$ cat src/rtl/fifo_drain_pkg.sv
// fifo_drain_pkg: shared types and constants for the FIFO read drainer.
//   drain_state_e : FSM states of the drainer (IDLE, RUN, DRAIN)
//   SKID_DEPTH    : number of entries in the output skid buffer
//   occ_t         : skid buffer occupancy (0..SKID_DEPTH)
package fifo_drain_pkg;

    localparam int unsigned SKID_DEPTH = 2;

    typedef logic [1:0] occ_t;

    typedef enum logic [1:0] {
        IDLE  = 2'd0,
        RUN   = 2'd1,
        DRAIN = 2'd2
    } drain_state_e;

endpackage

$ cat src/rtl/fifo_drain_skid.sv
// fifo_drain_skid: 2-entry in-order buffer between the FIFO read port and the output stage.
// Ports:
//   clk       in  clock
//   reset     in  asynchronous active-low reset; discards all entries
//   push      in  write push_data at the tail this edge (caller guarantees occ < 2)
//   push_data in  WIDTH data to enqueue
//   pop       in  drop the head entry this edge (caller guarantees occ > 0)
//   occ       out current number of stored entries
//   head      out head entry, or 0 when empty
module fifo_drain_skid
    import fifo_drain_pkg::*;
#(
    parameter int unsigned WIDTH = 8
) (
    input  logic             clk,
    input  logic             reset,
    input  logic             push,
    input  logic [WIDTH-1:0] push_data,
    input  logic             pop,
    output occ_t             occ,
    output logic [WIDTH-1:0] head
);

    logic [WIDTH-1:0] mem_q [SKID_DEPTH];
    logic             rd_ptr_q;
    logic             wr_ptr_q;
    occ_t             occ_q;

    always_ff @(posedge clk or negedge reset) begin
        if (!reset) begin
            for (int i = 0; i < SKID_DEPTH; i++) begin
                mem_q[i] <= '0;
            end
            rd_ptr_q <= 1'b0;
            wr_ptr_q <= 1'b0;
            occ_q    <= '0;
        end else begin
            if (push) begin
                mem_q[wr_ptr_q] <= push_data;
                wr_ptr_q        <= ~wr_ptr_q;
            end
            if (pop) begin
                rd_ptr_q <= ~rd_ptr_q;
            end
            // Simultaneous push and pop leaves occupancy unchanged.
            occ_q <= occ_q + {1'b0, push} - {1'b0, pop};
        end
    end

    assign occ  = occ_q;
    assign head = (occ_q != '0) ? mem_q[rd_ptr_q] : '0;

endmodule

$ cat src/rtl/fifo_read_drainer.sv
// fifo_read_drainer: read-side consumer of an async FIFO in the rclk domain. Pops the FIFO
// into a 2-entry skid buffer and presents items over valid/ready, with enable/drain sequencing.
// Ports:
//   rclk        in  read-domain clock
//   reset       in  asynchronous active-low reset
//   en          in  enables popping from the FIFO
//   empty       in  FIFO empty flag (rclk synchronous)
//   rdata       in  FIFO show-ahead head data
//   pop         out pop strobe to the FIFO
//   out_valid   out out_data holds a valid item
//   out_data    out head of the skid buffer (0 when empty)
//   out_ready   in  downstream accepts the item
//   idle        out FSM is in IDLE
//   pop_count   out total pops since reset (wrapping)
//   stall_count out cycles with out_valid && !out_ready (saturating)
// Build option: define FIFO_DRAIN_STATS_EN to build the counters; otherwise they read 0.
module fifo_read_drainer
    import fifo_drain_pkg::*;
#(
    parameter int unsigned WIDTH = 8,
    parameter int unsigned CNT_W = 16
) (
    input  logic             rclk,
    input  logic             reset,
    input  logic             en,
    input  logic             empty,
    input  logic [WIDTH-1:0] rdata,
    output logic             pop,
    output logic             out_valid,
    output logic [WIDTH-1:0] out_data,
    input  logic             out_ready,
    output logic             idle,
    output logic [CNT_W-1:0] pop_count,
    output logic [CNT_W-1:0] stall_count
);

    drain_state_e state_q;
    occ_t         occ;
    occ_t         occ_next;
    logic         deq;

    // pop depends only on registered state/occ and empty; out_ready never reaches it.
    assign pop       = (state_q == RUN) && !empty && (occ < occ_t'(SKID_DEPTH));
    assign out_valid = (occ != '0);
    assign deq       = out_valid && out_ready;
    assign occ_next  = occ + {1'b0, pop} - {1'b0, deq};
    assign idle      = (state_q == IDLE);

    fifo_drain_skid #(
        .WIDTH (WIDTH)
    ) u_skid (
        .clk       (rclk),
        .reset     (reset),
        .push      (pop),
        .push_data (rdata),
        .pop       (deq),
        .occ       (occ),
        .head      (out_data)
    );

    always_ff @(posedge rclk or negedge reset) begin
        if (!reset) begin
            state_q <= IDLE;
        end else begin
            unique case (state_q)
                IDLE: begin
                    if (en) state_q <= RUN;
                end
                RUN: begin
                    // Decision uses current occupancy; a final pop may still land this cycle.
                    if (!en) state_q <= (occ == '0) ? IDLE : DRAIN;
                end
                DRAIN: begin
                    if (en) begin
                        state_q <= RUN;
                    end else if (occ_next == '0) begin
                        state_q <= IDLE;
                    end
                end
                default: state_q <= IDLE;
            endcase
        end
    end

`ifdef FIFO_DRAIN_STATS_EN
    logic [CNT_W-1:0] pop_count_q;
    logic [CNT_W-1:0] stall_count_q;

    always_ff @(posedge rclk or negedge reset) begin
        if (!reset) begin
            pop_count_q   <= '0;
            stall_count_q <= '0;
        end else begin
            if (pop) begin
                pop_count_q <= pop_count_q + 1'b1;
            end
            if (out_valid && !out_ready && (stall_count_q != '1)) begin
                stall_count_q <= stall_count_q + 1'b1;
            end
        end
    end

    assign pop_count   = pop_count_q;
    assign stall_count = stall_count_q;
`else
    assign pop_count   = '0;
    assign stall_count = '0;
`endif

endmodule

$ cat config.mk
export PLATFORM = sky130hd
export DESIGN_NAME = fifo_read_drainer
export DESIGN_NICKNAME = d
export VERILOG_FILES = /design/src/rtl/fifo_drain_pkg.sv /design/src/rtl/fifo_drain_skid.sv /design/src/rtl/fifo_read_drainer.sv
export SDC_FILE = /design/constraint.sdc
export NUM_CORES = 1
export LEC_CHECK = 0
export ABC_AREA = 1
export CAP_MARGIN = 0
export CORE_ASPECT_RATIO = 1.75
export CORE_MARGIN = 2
export CORE_UTILIZATION = 38
export DETAILED_ROUTE_END_ITERATION = 6
export HOLD_SLACK_MARGIN = 0.02
export PLACE_DENSITY_LB_ADDON = 0.25
export SETUP_SLACK_MARGIN = 0.02
export SLEW_MARGIN = 30
export SYNTH_ARGS = -nofsm -noshare
export SYNTH_HDL_FRONTEND = slang
export SYNTH_SLANG_ARGS = --single-unit
$ cat constraint.sdc
create_clock -name rclk -period 1.7 [get_ports rclk]
set_input_delay 0.34 -clock rclk [delete_from_list [all_inputs] [get_ports rclk]]
set_output_delay 0.34 -clock rclk [all_outputs]
set_load 0.02 [all_outputs]
==> out/results.tsv <==
stage	metric	value	unit
logic_synthesis	syn_area	1361	sq um
pwr	p_leak	0.8603	nW
clock_tree	clkSlewWorstSetupHoldPaths	80	ps
finish	area_growth	17.37	%
logic_synthesis	ys_async_sr_fraction	1.000	
clock_tree	htreeDepth	1	
critical_path	start_kind	flop	
critical_path	slowest_stage	dfrtp_1	
timing	finalCriticalPeriod	1639	ps
logic_synthesis	yosysMostFrequentCell	nand2_1	
clock_tree	clk_path_buf_depth	2	
finish	diodes	0	
floorplan	ioPinCount	56	
logic_synthesis	synth_top_cell_by_area	dfrtp_1	
critical_path	critPathBufInv	2	
timing	fmax	610.2	MHz
run_status	status	finished, final reports clean	
logic_synthesis	synth_commonest_cells	38 x nand2_1, 32 x buf_4, 22 x dfrtp_1	
timing	setup-violations-final	0	
pwr	ir_drop	0.9102	mV
finish	fillers	369	
detailed_routing	firstDrtPassIters	4	
critical_path	cp_cell_sequence	buf_4 > nand2_1 > a21oi_1 > clkdlybuf4s15_2	
floorplan	initial_core_util	0.4006	
critical_path	worst_setup_path_end_kind	primary output	
logic_synthesis	synth-main-ff-cell	dfrtp_1	
timing	final.setup_skew	4.689	ps
job	maxCapViolCount	0	
detailed_routing	wl	2.417	mm
logic_synthesis	ys_ff_latch	22	
placed_design	place_congestion	0.6899	
pwr	p_total	2.706	mW
critical_path	max_stage_delay	360	ps
global_route	antenna_found_initial	0	
detailed_routing	drtAntennaViolNets	0	
logic_synthesis	syn_inst	161	
clock_tree	cts_tree	yes	
finish	drive_gt1_frac	0.2917	
detailed_routing	drc	0	
floorplan	num_rows	28	
timing	slew_violations	0	
placed_design	dp_slack	-254.3	ps
timing	final_hold_viol_count	0	
logic_synthesis	synth.distinct_cells	20	
global_route	grt_pass1_vias	952	
placed_design	hpwl	1.829	mm
logic_synthesis	synth_area_leaders	dfrtp_1 40%, buf_4 18%, nand2_1 10%, o21ai_2 10%, inv_1 5.5%	
pwr	powerDensity	1694	nW/um^2
global_route	grt_max_degree	23	
clock_tree	clock-sinks	22	
floorplan	die-area	4096	sq um
detailed_routing	drt_iter0_drc	16	
critical_path	crit_arrival	1300	ps
clock_tree	root_buffer	clkbuf_8	
finish	nets	208	
logic_synthesis	ys_warn_count	0	
placed_design	portBuffers	23	
floorplan	die_h	83.18	microns
critical_path	worstPathMaxFanout	9	
clock_tree	postCtsHoldBufs	0	
logic_synthesis	synth_edf_count	0	
logic_synthesis	ys_seq_area_frac	0.4044	
global_route	grt_first_pass_wirelength	4.146	mm
timing	setup_slack	61.25	ps
detailed_routing	avgRoutedWirePerCell	10.20	microns
floorplan	die_w	49.25	microns
global_route	grt_util_all_layers	0.1263	
timing	setup-tns-final	0	ps
logic_synthesis	avgSynthCellArea	8.455	sq um
clock_tree	cts_made_buffers	3	
detailed_routing	routed_via_density	4.131	
critical_path	cp_top_family	buffers and inverters	
timing	rsz0062_at_grt	true	
global_route	gr-total-overflow	0	
critical_path	worstPathRequired	1360	ps
floorplan	core	3398	sq um
logic_synthesis	synth_top_area_share	0.4044	
detailed_routing	vias	979	
clock_tree	clock_latency	260	ps
critical_path	criticalPathCategory	reg -> out	
timing	finalCritPeriodShare	0.9640	
min_path	hp-class	in -> async	
[kinds of logic after synthesis]
kind of cell	Yosys count	synth area share
other	1	0.002755
DFF	22	0.4044
AOI/OAI and AO/OA	25	0.1360
buffers and inverters	57	0.2592
adders and majority gates	2	0.01838
xor gates and xnor gates	1	0.006435
and+or+nand+nor	53	0.1728
[registers in the layout, summed over array words and instances, names as in the netlist]
signal	count
u_skid.mem_q	16
u_skid.occ	2
u_skid.wr_ptr_q	1
state_q	2
u_skid.rd_ptr_q	1
[area by class of cell]
class	instances	area (sq um)	area share
repair buffers	31	249.0	0.1558
multi-input cells	113	601.8	0.3767
inverters	22	85.08	0.05325
clock buffers	4	55.05	0.03446
well taps	45	56.30	0.03524
flip-flops and latches	22	550.5	0.3446
[per-layer routing]
layer	GRT usage	vias to the layer above	share of wire
met1	0.1434	452	0.39
met5	0	-	0
met3	0.01259	2	0.044
met4	0.06234	0	0.011
li1	-	489	-
met2	0.2273	36	0.55
[cell usage in the layout, fill, tap and decap left out, drive strengths merged]
cell type	count
a21oi	9
nand3	2
o21ai	16
nor3	1
nand4	1
inv	22
clkbuf	8
nand2	44
clkdlybuf4s15	1
conb	32
dlygate4sd2	1
clkdlybuf4s50	12
dfrtp	22
ha	2
buf	13
nor2	5
xor2	1
[worst paths after layout]
check	from	cells past startpoint	slack, ps	endpoint
min reg2reg	u_skid.mem_q[10]	2	490	u_skid.mem_q[10]
min	reset	2	420	u_skid.mem_q[10]
max in group asynchronous	reset	2	1060	u_skid.mem_q[8]
max reg2reg	u_skid.occ[1]	10	70	state_q[1]
max	u_skid.rd_ptr_q	4	60	out_data[2]
min in group rclk	u_skid.mem_q[10]	2	490	u_skid.mem_q[10]
[metrics by stage]
stage          std cells  area [sq um]  hold slack, ps  utilization
2_1_floorplan        192          1478           44.41            -
4_1_cts              237          1635           424.6       0.4812
5_1_grt              237          1598           460.8       0.4702
3_3_place_gp         231          1541           464.2       0.4536
3_5_place_dp         231          1541           471.4       0.4536
6_report             237          1598           417.0       0.4702
[power breakdown]
| group | switching [mW] | internal [mW] | total (mW) | leakage [nW] |
|---|---|---|---|---|
| Clock | 0.162 | 0.206 | 0.368 | 0.0288 |
| Combinational | 0.870 | 0.561 | 1.43 | 0.558 |
| Sequential | 0.151 | 0.757 | 0.908 | 0.273 |
[repair_timing]
action                     CTS  global route
setup endpoints to repair   12            10
resized for setup           33            12
pin swaps                    1             1
setup buffers                2             0
Power figures use the tool's default switching activity.
